===== config.mk =====
export PLATFORM = sky130hd
export DESIGN_NAME = motor_speed_ramp_flat
export DESIGN_NICKNAME = d
export VERILOG_FILES = /design/src/rtl/motor_pkg.sv /design/src/rtl/motor_speed_ramp_if.sv /design/src/rtl/tick_divider.sv /design/src/rtl/motor_speed_ramp.sv /design/src/flat_wrapper.sv
export SDC_FILE = /design/constraint.sdc
export NUM_CORES = 1
export LEC_CHECK = 0
export CAP_MARGIN = 20
export CORE_MARGIN = 1
export CORE_UTILIZATION = 50
export DETAILED_ROUTE_END_ITERATION = 12
export PLACE_DENSITY = 0.69
export SYNTH_ARGS = -nofsm -noshare
export SYNTH_HDL_FRONTEND = slang
export SYNTH_SLANG_ARGS = --single-unit

===== constraint.sdc =====
create_clock -name clock -period 9.6 [get_ports clock]
set_clock_uncertainty 0.1 [all_clocks]
set_input_delay 0.96 -clock clock [delete_from_list [all_inputs] [get_ports clock]]
set_output_delay 0.96 -clock clock [all_outputs]
set_load 0.02 [all_outputs]

===== src/rtl/motor_pkg.sv =====
// Shared motor-control definitions: speed width, limits and ramp state encoding.
package motor_pkg;

  localparam int   MOTOR_SPEED_W = 10;
  localparam int   SPEED_MAX     = 511;
  localparam logic DIR_FWD       = 1'b1;

  typedef enum logic [1:0] {
    IDLE  = 2'd0,
    RAMP  = 2'd1,
    DWELL = 2'd2,
    ESTOP = 2'd3
  } ramp_state_t;

endpackage


===== src/rtl/motor_speed_ramp_if.sv =====
// Control-loop side command and motor-driver side status of one speed ramp.
interface motor_speed_ramp_if;
  import motor_pkg::*;

  logic                            enable;
  logic                            estop;
  logic signed [MOTOR_SPEED_W-1:0] target;
  logic        [MOTOR_SPEED_W-1:0] speed;
  logic                            dir;
  logic                            run_en;
  logic                            at_target;
  logic                            tick;

  modport master (
    output enable, estop, target,
    input  speed, dir, run_en, at_target, tick
  );

  modport slave (
    input  enable, estop, target,
    output speed, dir, run_en, at_target, tick
  );

endinterface


===== src/rtl/tick_divider.sv =====
// Free-running divider; registered tick is high while the count sits at DIV-1.
module tick_divider #(
  parameter int unsigned DIV = 100000
) (
  input  logic clock,
  input  logic reset,
  output logic tick
);

  localparam int CW = $clog2(DIV);

  logic [CW-1:0] count;

  always_ff @(posedge clock or posedge reset) begin
    if (reset) begin
      count <= '0;
      tick  <= 1'b0;
    end else begin
      if (count == CW'(DIV - 1)) count <= '0;
      else                       count <= count + CW'(1);
      // registered so tick lines up with count == DIV-1 without a comb output path
      tick <= (count == CW'(DIV - 2));
    end
  end

endmodule


===== src/rtl/motor_speed_ramp.sv =====
// Slew and reversal limiter between the control loop and one stepper driver.
//   state | meaning
//   IDLE  | cur = 0, waiting for a nonzero effective target
//   RAMP  | cur != 0, slewing toward eff (or toward 0 on reversal)
//   DWELL | cur = 0, holding for DWELL_TICKS ticks before any restart
//   ESTOP | cur forced to 0 while estop is held
module motor_speed_ramp
  import motor_pkg::*;
#(
  parameter int unsigned TICK_DIV    = 100000,
  parameter int unsigned MAX_STEP    = 8,
  parameter int unsigned DWELL_TICKS = 2
) (
  input logic               clock,
  input logic               reset,
  motor_speed_ramp_if.slave bus
);

  localparam int W  = MOTOR_SPEED_W;
  localparam int DW = $clog2(DWELL_TICKS + 1);

  localparam logic [1:0] S_IDLE  = IDLE;
  localparam logic [1:0] S_RAMP  = RAMP;
  localparam logic [1:0] S_DWELL = DWELL;
  localparam logic [1:0] S_ESTOP = ESTOP;

  localparam logic signed [W-1:0] LIM        = W'(SPEED_MAX);
  localparam logic signed [W-1:0] STEP_N     = W'(MAX_STEP);
  localparam logic signed [W:0]   STEP_W     = (W + 1)'(MAX_STEP);
  localparam logic [DW-1:0]       DWELL_LOAD = DW'(DWELL_TICKS);

  logic                  tick;
  logic [1:0]            state, state_nxt;
  logic signed [W-1:0]   cur, cur_nxt;
  logic [DW-1:0]         dwell_cnt, dwell_nxt;
  logic signed [W-1:0]   eff, goal, stepped;
  logic signed [W:0]     diff;
  logic                  opposite;
  logic [W-1:0]          speed_q;
  logic                  dir_q, run_en_q, at_target_q;

  tick_divider #(.DIV(TICK_DIV)) u_tick_divider (
    .clock (clock),
    .reset (reset),
    .tick  (tick)
  );

  always_comb begin
    eff = '0;
    if (bus.enable) eff = (bus.target < -LIM) ? -LIM : bus.target;

    // a reversal first slews to zero; zero is never crossed in one tick
    opposite = (cur != '0) && (eff != '0) && (cur[W-1] != eff[W-1]);
    goal     = opposite ? '0 : eff;
    diff     = $signed({goal[W-1], goal}) - $signed({cur[W-1], cur});

    if (diff > STEP_W)       stepped = cur + STEP_N;
    else if (diff < -STEP_W) stepped = cur - STEP_N;
    else                     stepped = goal;

    state_nxt = state;
    cur_nxt   = cur;
    dwell_nxt = dwell_cnt;

    if (bus.estop) begin
      state_nxt = S_ESTOP;
      cur_nxt   = '0;
    end else if (tick) begin
      case (state)
        S_IDLE: begin
          if (eff != '0) begin
            state_nxt = S_RAMP;
            cur_nxt   = stepped;
          end
        end
        S_RAMP: begin
          cur_nxt = stepped;
          if (stepped == '0) begin
            state_nxt = S_DWELL;
            dwell_nxt = DWELL_LOAD;
          end
        end
        S_DWELL: begin
          if (dwell_cnt <= DW'(1)) begin
            state_nxt = S_IDLE;
            dwell_nxt = '0;
          end else begin
            dwell_nxt = dwell_cnt - DW'(1);
          end
        end
        S_ESTOP: begin
          state_nxt = S_DWELL;
          dwell_nxt = DWELL_LOAD;
        end
        default: state_nxt = S_IDLE;
      endcase
    end
  end

  always_ff @(posedge clock or posedge reset) begin
    if (reset) begin
      state       <= S_IDLE;
      cur         <= '0;
      dwell_cnt   <= '0;
      speed_q     <= '0;
      dir_q       <= DIR_FWD;
      run_en_q    <= 1'b0;
      at_target_q <= 1'b1;
    end else begin
      state       <= state_nxt;
      cur         <= cur_nxt;
      dwell_cnt   <= dwell_nxt;
      speed_q     <= cur_nxt[W-1] ? $unsigned(-cur_nxt) : $unsigned(cur_nxt);
      if (cur_nxt != '0) dir_q <= ~cur_nxt[W-1];
      run_en_q    <= (cur_nxt != '0);
      at_target_q <= (cur_nxt == eff);
    end
  end

  assign bus.speed     = speed_q;
  assign bus.dir       = dir_q;
  assign bus.run_en    = run_en_q;
  assign bus.at_target = at_target_q;
  assign bus.tick      = tick;

endmodule


===== src/flat_wrapper.sv =====
// flat-port wrapper written by rule: the top's interface ports become plain ports
module motor_speed_ramp_flat import motor_pkg::*;
#(
  parameter int unsigned TICK_DIV    = 100000,
  parameter int unsigned MAX_STEP    = 8,
  parameter int unsigned DWELL_TICKS = 2
)
  (clock, reset, bus_enable, bus_estop, bus_target, bus_speed, bus_dir, bus_run_en, bus_at_target, bus_tick);
  motor_speed_ramp_if bus_i ();
  input logic clock;
  input logic reset;
  input wire logic [$bits(bus_i.enable)-1:0] bus_enable;
  input wire logic [$bits(bus_i.estop)-1:0] bus_estop;
  input wire logic [$bits(bus_i.target)-1:0] bus_target;
  output wire logic [$bits(bus_i.speed)-1:0] bus_speed;
  output wire logic [$bits(bus_i.dir)-1:0] bus_dir;
  output wire logic [$bits(bus_i.run_en)-1:0] bus_run_en;
  output wire logic [$bits(bus_i.at_target)-1:0] bus_at_target;
  output wire logic [$bits(bus_i.tick)-1:0] bus_tick;
  assign bus_i.enable = bus_enable;
  assign bus_i.estop = bus_estop;
  assign bus_i.target = bus_target;
  assign bus_speed = bus_i.speed;
  assign bus_dir = bus_i.dir;
  assign bus_run_en = bus_i.run_en;
  assign bus_at_target = bus_i.at_target;
  assign bus_tick = bus_i.tick;
  motor_speed_ramp #(.TICK_DIV(TICK_DIV), .MAX_STEP(MAX_STEP), .DWELL_TICKS(DWELL_TICKS)) u_core (.clock(clock), .reset(reset), .bus(bus_i));
endmodule

==> flow_summary_export.csv, run 1 <==
group,metric,value,unit
outcome,status,"complete, no violations",
grt,grt_max_degree,45,
logic_synthesis,synth_top_area_cell,"dfrtp_1",
logic_synthesis,yosys.area_share.simple,0.274,
route,ant_nets,0,
logic_synthesis,yosysTopAreaCellShare,0.269,
placement,place.gp.congestion,1.02,
grt,grt_pass1_wl,17600,um
floorplan,die_y,90.4,um
logic_synthesis,syn_nets,505,
route,post_drt_wl_per_cell,17.5,um
logic_synthesis,syn_area,3910,sq um
logic_synthesis,yosys-top-cells-count,"nor2_1 (48), dfrtp_1 (42), nand2_1 (40)",
logic_synthesis,syn_avg_cell_area,8.25,sq um
layout,antenna_cells,0,
logic_synthesis,synth_cell_types,78,
logic_synthesis,yosysMostFrequentCell,"nor2_1",
timing,final-hold-violation-count,0,
timing,drv_slew,0,
floorplan,initial_core_util,0.528,
route,drcViolationCount,0,
grt,antenna_found_initial,0,
power_and_ir_drop,leakagePower,1.88,nW
timing,rsz0062_at_grt,"false",
logic_synthesis,synthMuxAreaShare,0.0131,
grt,grt_pass1_vias,3593,
layout,nFillCells,663,
logic_synthesis,synth-main-ff-cell,"dfrtp_1",
clocking,cts_buffers,5,
route,drt_pass1_iterations,5,
route,drt_wl_total,10400,um
worst_setup_path,r2r_start,"u_core.cur[9]$_DFF_PP0_",
job,maxCapViolCount,0,
logic_synthesis,synth_warnings,0,
logic_synthesis,ys_ff_latch,44,
grt,grt_usage,0.264,
clocking,clk_latency,0.30,ns
floorplan,pin_count,28,
timing,tightest_slew,1.04,ns
min_path,min_from,"u_core.u_tick_divider.count[0]$_DFF_PP0_",
timing,min_period,7.63,ns
logic_synthesis,synth_edf_count,0,
worst_setup_path,rrSetupSlack,3.26,ns
layout,layoutNonFillerInstCount,595,
clocking,cts-root-buf,"clkbuf_8",
worst_setup_path,required,9.72,ns
worst_setup_path,path_class,"input pin to flop",
route,routed_via_density,6.35,
worst_setup_path,critPathLaunchType,"input pin",
power_and_ir_drop,cell_internal_pwr,0.000315,W
logic_synthesis,ys_seq_area_frac,0.282,
layout,fin_nets,526,
worst_setup_path,crit_path_end_kind,"flop",
min_path,min_path_cells,1,
clocking,clock_path_buffers,2,
clocking,htree_levels,2,
logic_synthesis,synthTopCellsByArea,"dfrtp_1 (27%), ha_1 (5.1%), xnor2_1 (4.7%)",
route,num_vias,3780,
floorplan,die_area,8180,sq um
power_and_ir_drop,p_per_area,107,nW/um^2
power_and_ir_drop,power.switching_fraction,0.327,
timing,fin_crit_sh,0.795,
clocking,clock-sinks,44,
worst_setup_path,cp_common_cell,"ha_1",
logic_synthesis,synth-compound-area-share,0.233,
power_and_ir_drop,power.switching,0.000153,W
grt,grt.overflow.total,0,
timing,fmax,0.131,GHz
logic_synthesis,synth_fa_ha_area_frac,0.0563,
clocking,clkSlewWorstSetupHoldPaths,0.09,ns
logic_synthesis,syn-instance-count,474,
clocking,cts_setup_buffers,0,
clocking,ctsResizeCount,0,
power_and_ir_drop,clockPowerShare,0.311,
floorplan,die_w,90.4,um
power_and_ir_drop,ir_worst_vdd,0.0799,mV
worst_setup_path,cp_slowest_stage_delay,0.91,ns
clocking,cts_hold_buf,0,
timing,finalSetupViolCount,0,
power_and_ir_drop,p_comb_frac,0.287,
layout,area_growth,11.4,%
route,drt_iter0_drc,437,
floorplan,coreArea,7410,sq um
placement,dpl.hpwl,8000,um
layout,layout-drive-gt1-share,0.0827,
worst_setup_path,cp_max_fo,13,
logic_synthesis,async_flop_share,1.00,
worst_setup_path,worstPathArrival,7.75,ns
worst_setup_path,critical-path-slowest-cell,"nor4_2",
timing,fin_tns_setup,0,ns
logic_synthesis,synth_top_family_by_area,"simple AND/OR/NAND/NOR gates",
logic_synthesis,synth_xor_area_frac,0.0874,
placement,dp_cells,587,
worst_setup_path,r2r_cells,17,
min_path,hold-path-endpoint,"u_core.u_tick_divider.count[0]$_DFF_PP0_",
min_path,min_path_type,"flop to flop",
placement,numPortBuffers,27,
timing,relSlewSlack,0.298,
power_and_ir_drop,seqPwrFrac,0.402,
clocking,cts_tree,"built",
floorplan,num_rows,31,
worst_setup_path,crit_buf_inv,1,
worst_setup_path,path_delay_family,"simple AND/OR/NAND/NOR gates",
worst_setup_path,crit_chain,"clkdlybuf4s50_1, nor4_1, nand2_1, o21ai_0, ha_1, nor2_1, a41oi_1, a31oi_1, and2_1, ha_1, a21o_1, a21oi_1, mux2_2, nor4_2, and4_1, a22oi_2, mux2_4, or2_1, ha_1, and2_1, a31oi_1, xor2_1",
worst_setup_path,reg2reg_to,"u_core.bus.speed[6]$_DFF_PP0_",
[worst register-to-register path, delay by kind of cell (launching register included)]
family / cells / cell delay (ns)
fa+ha+maj: 2 / 0.65
compound gates: 5 / 1.20
flops: 1 / 0.49
simple gates: 7 / 2.93
xor+xnor: 1 / 0.19
mux: 2 / 0.71
[per-layer routing]
layer | wire length [um] | track usage | share of wire
met2 | 4670 | 0.426 | 0.45
met5 | 0 | 0 | 0
met3 | 641 | 0.0354 | 0.061
met4 | 273 | 0.0793 | 0.026
met1 | 4850 | 0.369 | 0.46
[layout make-up]
class | count | area (sq um) | share of cell area
Timing Repair Buffer | 31 | 300 | 0.0689
Sequential cell | 44 | 1100 | 0.253
Clock inverter | 3 | 46.3 | 0.0106
Inverter | 32 | 120 | 0.0276
Multi-Input combinational cell | 381 | 2590 | 0.595
Clock buffer | 5 | 68.8 | 0.0158
Tap cell | 99 | 124 | 0.0284
[flip-flops by register name, summed over array words and instances (netlist names)]
name                         flops
u_core.u_tick_divider.count     17
u_core.cur                      10
u_core.bus.speed                 9
u_core.dwell_cnt                 2
u_core.state                     2
u_core.bus.at_target             1
u_core.bus.dir                   1
u_core.bus.run_en                1
u_core.u_tick_divider.tick       1
[stage by stage]
| stage | utilization | power, W | instance area, sq um | setup slack [ns] | hold WS (ns) |
|---|---|---|---|---|---|
| floorplan | - | 0.000292 | 3910 | 3.56 | 0.354 |
| detailed placement | 0.572 | 0.000322 | 4240 | 1.80 | 0.387 |
| global route | 0.588 | 0.000491 | 4360 | 1.40 | 0.426 |
| global placement | 0.572 | 0.000321 | 4240 | 1.99 | 0.376 |
| finish | 0.588 | 0.000467 | 4360 | 1.97 | 0.399 |
| CTS | 0.588 | 0.000470 | 4360 | 2.04 | 0.404 |
[layout by cell type, fill, tap and decap left out, types with 15 or more instances in the layout]
| cell | n |
|---|---|
| nand3_1 | 24 |
| nand2_1 | 40 |
| a21oi_1 | 24 |
| o21ai_0 | 15 |
| xor2_1 | 18 |
| xnor2_1 | 21 |
| inv_1 | 31 |
| dfrtp_1 | 42 |
| ha_1 | 16 |
| clkdlybuf4s50_1 | 27 |
| nor2_1 | 48 |
[kinds of logic (layout without fill, tap and decap cells)]
| group | after synthesis | in the layout |
|---|---|---|
| adders and majority gates | 17 | 17 |
| muxes | 4 | 4 |
| DFF | 44 | 44 |
| buffers and inverters | 49 | 71 |
| AOI/OAI and AO/OA | 121 | 121 |
| and+or+nand+nor | 200 | 200 |
| xor gates and xnor gates | 39 | 39 |
[how the worst max path moves through the flow]
stage	from	endpoint	slack, ns	depth (start not counted)
CTS	bus_target[6]	u_core.bus.speed[6]$_DFF_PP0_	2.04	22
global placement	bus_target[6]	u_core.bus.at_target$_DFF_PP1_	1.99	21
finish	bus_target[6]	u_core.bus.speed[6]$_DFF_PP0_	1.97	22
detailed placement	bus_target[6]	u_core.bus.speed[6]$_DFF_PP0_	1.80	22
global route	bus_target[6]	u_core.bus.at_target$_DFF_PP1_	1.40	21
floorplan	bus_target[8]	u_core.bus.at_target$_DFF_PP1_	3.56	21
[power by group through the flow]
stage	clock network [W]	registers (W)	logic [W]
after floorplan	0	0.000193	0.0000991
after global placement	0	0.000192	0.000130
after detailed placement	0	0.000191	0.000131
after CTS	0.000151	0.000188	0.000131
after global routing	0.000158	0.000188	0.000145
final	0.000145	0.000188	0.000134
(Power assumes the default switching activity.)
==> run 2: changes to the inputs <==
--- a/config.mk
+++ b/config.mk
@@ -9,7 +9,7 @@
 export CORE_MARGIN = 1
 export CORE_UTILIZATION = 50
 export DETAILED_ROUTE_END_ITERATION = 12
-export PLACE_DENSITY = 0.69
+export PLACE_DENSITY = 0.71
 export SYNTH_ARGS = -nofsm -noshare
 export SYNTH_HDL_FRONTEND = slang
 export SYNTH_SLANG_ARGS = --single-unit
==> constraint.sdc (replaced) <==
create_clock -name clock -period 6.41 [get_ports clock]
set_clock_uncertainty 0.1 [all_clocks]
set_input_delay 0.641 -clock clock [delete_from_list [all_inputs] [get_ports clock]]
set_output_delay 0.641 -clock clock [all_outputs]
set_load 0.02 [all_outputs]
==> run 2 against run 1 <==
  * Sequential power increased by 49%
  * Largest cell class unchanged
  * Critical endpoint is now u_core.bus.at_target$_DFF_PP1_
  * Sequential share of layout area shrank 2.4 points
  * Flip-flop and latch count unchanged
==> flow_summary_export.csv, run 2 (synthesis results as in run 1) <==
group,metric,value,unit
grt,grt.overflow.total,0,
grt,grt_pass1_wl,18800,um
floorplan,die_area,8180,sq um
worst_setup_path,critPathLaunchType,"input pin",
clocking,cts_buffers,5,
job,maxCapViolCount,0,
min_path,min_path_type,"flop to flop",
clocking,clock-sinks,44,
layout,largest_register,"u_core.u_tick_divider.count",
floorplan,initial_core_util,0.528,
layout,largest_reg_flops,17,
clocking,cts_tree,"built",
placement,dpl.hpwl,8740,um
grt,antenna_found_initial,0,
timing,final-hold-violation-count,0,
placement,placedInstanceArea,4590,sq um
placement,numPortBuffers,27,
floorplan,die_w,90.4,um
route,drcViolationCount,0,
timing,min_period,6.14,ns
route,post_drt_wl_per_cell,18.0,um
clocking,clock_path_buffers,2,
power_and_ir_drop,p_per_area,158,nW/um^2
timing,rsz0062_at_grt,"false",
timing,worst_slack,0.272,ns
layout,final_area,4810,sq um
route,routed_via_density,6.23,
timing,drv_slew,0,
layout,final_common_cell,"buf_4",
worst_setup_path,worstPathArrival,6.25,ns
floorplan,coreArea,7410,sq um
worst_setup_path,cp_max_fo,7,
worst_setup_path,crit_start,"bus_target[8]",
worst_setup_path,path_class,"input pin to flop",
floorplan,die_y,90.4,um
layout,final_core_util,0.650,
floorplan,pin_count,28,
timing,fin_tns_setup,0,ns
timing,finalSetupViolCount,0,
min_path,min_from,"u_core.u_tick_divider.count[0]$_DFF_PP0_",
route,drt_wl_total,11500,um
worst_setup_path,required,6.52,ns
route,num_vias,3987,
timing,fin_crit_sh,0.958,
clocking,cts_hold_buf,0,
route,drt_iter0_drc,371,
outcome,status,"complete, no violations",
floorplan,num_rows,31,
clocking,clkSlewWorstSetupHoldPaths,0.09,ns
timing,relSlewSlack,0.375,
timing,fmax,0.163,GHz
power_and_ir_drop,leakagePower,2.13,nW
timing,tightest_slew,0.923,ns
layout,fin_nets,571,
power_and_ir_drop,ir_worst_vdd,0.166,mV
layout,nFillCells,619,
clocking,htree_levels,2,
worst_setup_path,r2r_start,"u_core.cur[5]$_DFF_PP0_",
layout,layout-drive-gt1-share,0.177,
clocking,cts-root-buf,"clkbuf_8",
grt,grt_usage,0.290,
layout,antenna_cells,0,
worst_setup_path,crit_path_end_kind,"flop",
route,drt_pass1_iterations,5,
placement,place.gp.congestion,1.01,
clocking,cts_setup_buffers,0,
grt,grt_max_degree,45,
route,ant_nets,0,
layout,area_growth,23.1,%
clocking,clk_latency,0.30,ns
layout,final_cell_mix,"buf_4 (48), nor2_1 (47), dfrtp_1 (42)",
placement,dp_slack,-0.0853,ns
grt,grt_pass1_vias,3930,
[run 2: changes by cell type in the layout (fill, tap and decap cells not counted), sizes merged]
cell and change:
clkinvlp -1, inv -1, clkbuf +1, buf +45, clkinv +1
[run 2: critical path: stages]
cell and delay, ns:
clkdlybuf4s50_1 0.48, nor4_4 0.32, nand2_1 0.07, o21ai_0 0.16, ha_1 0.21, nand2b_1 0.15, xnor2_1 0.16, a31oi_1 0.11
buf_4 0.16, and2_1 0.22, ha_1 0.41, nand2_2 0.12, a211o_1 0.30, a211oi_2 0.29, o2111ai_2 0.27, buf_4 0.22
nor3_2 0.27, a22oi_2 0.11, mux2_4 0.34, or2_4 0.27, mux2_4 0.30, a311o_1 0.40, nor4_4 0.25
[run 2: final timing paths]
| kind | to | slack (ns) | cells after the start |
|---|---|---|---|
| setup / recovery | u_core.bus.at_target$_DFF_PP1_ | 0.27 | 23 |
| max in group asynchronous | u_core.bus.at_target$_DFF_PP1_ | 5.16 | 3 |
| hold / removal | u_core.u_tick_divider.count[0]$_DFF_PP0_ | 0.39 | 1 |
| hold reg to reg | u_core.u_tick_divider.count[0]$_DFF_PP0_ | 0.39 | 1 |
| setup reg to reg | u_core.bus.at_target$_DFF_PP1_ | 0.80 | 18 |
| min in group asynchronous | u_core.dwell_cnt[1]$_DFFE_PP0P_ | 0.66 | 3 |
[run 2: timing repair]
item                       in CTS  in global routing
setup endpoints to repair       0                 11
hold endpoints to repair        0                  0
gates resized for setup         0                 18
[run 2: metrics by stage]
| stage | cells | power, W | hold slack [ns] |
|---|---|---|---|
| 3_3_place_gp | 632 | 0.000520 | 0.369 |
| 3_5_place_dp | 632 | 0.000522 | 0.379 |
| 4_1_cts | 640 | 0.000751 | 0.392 |
| 6_report | 640 | 0.000759 | 0.390 |
| 2_1_floorplan | 474 | 0.000437 | 0.354 |
| 5_1_grt | 640 | 0.000796 | 0.410 |
[run 2: final cells by class]
| cell class | count | area [sq um] | share of cell area |
|---|---|---|---|
| multi-input combinational | 381 | 2690 | 0.560 |
| inverter | 32 | 120 | 0.0250 |
| sequential | 44 | 1100 | 0.229 |
| timing repair buffer | 76 | 651 | 0.135 |
| tap | 99 | 124 | 0.0257 |
| clock inverter | 2 | 38.8 | 0.00806 |
| clock buffer | 6 | 82.6 | 0.0172 |
[run 2: power by group]
group	switching, W	internal, W
clock network	0.0000987	0.000128
logic	0.000145	0.000107
registers	0.000000924	0.000280
[run 2: routing by layer]
metal  share of wire  GRT usage  up-vias
met5               0          0        -
met4           0.033      0.138        0
met3           0.067     0.0598       38
met2            0.46      0.465      186
met1            0.44      0.372     1882
li1                -          -     1881
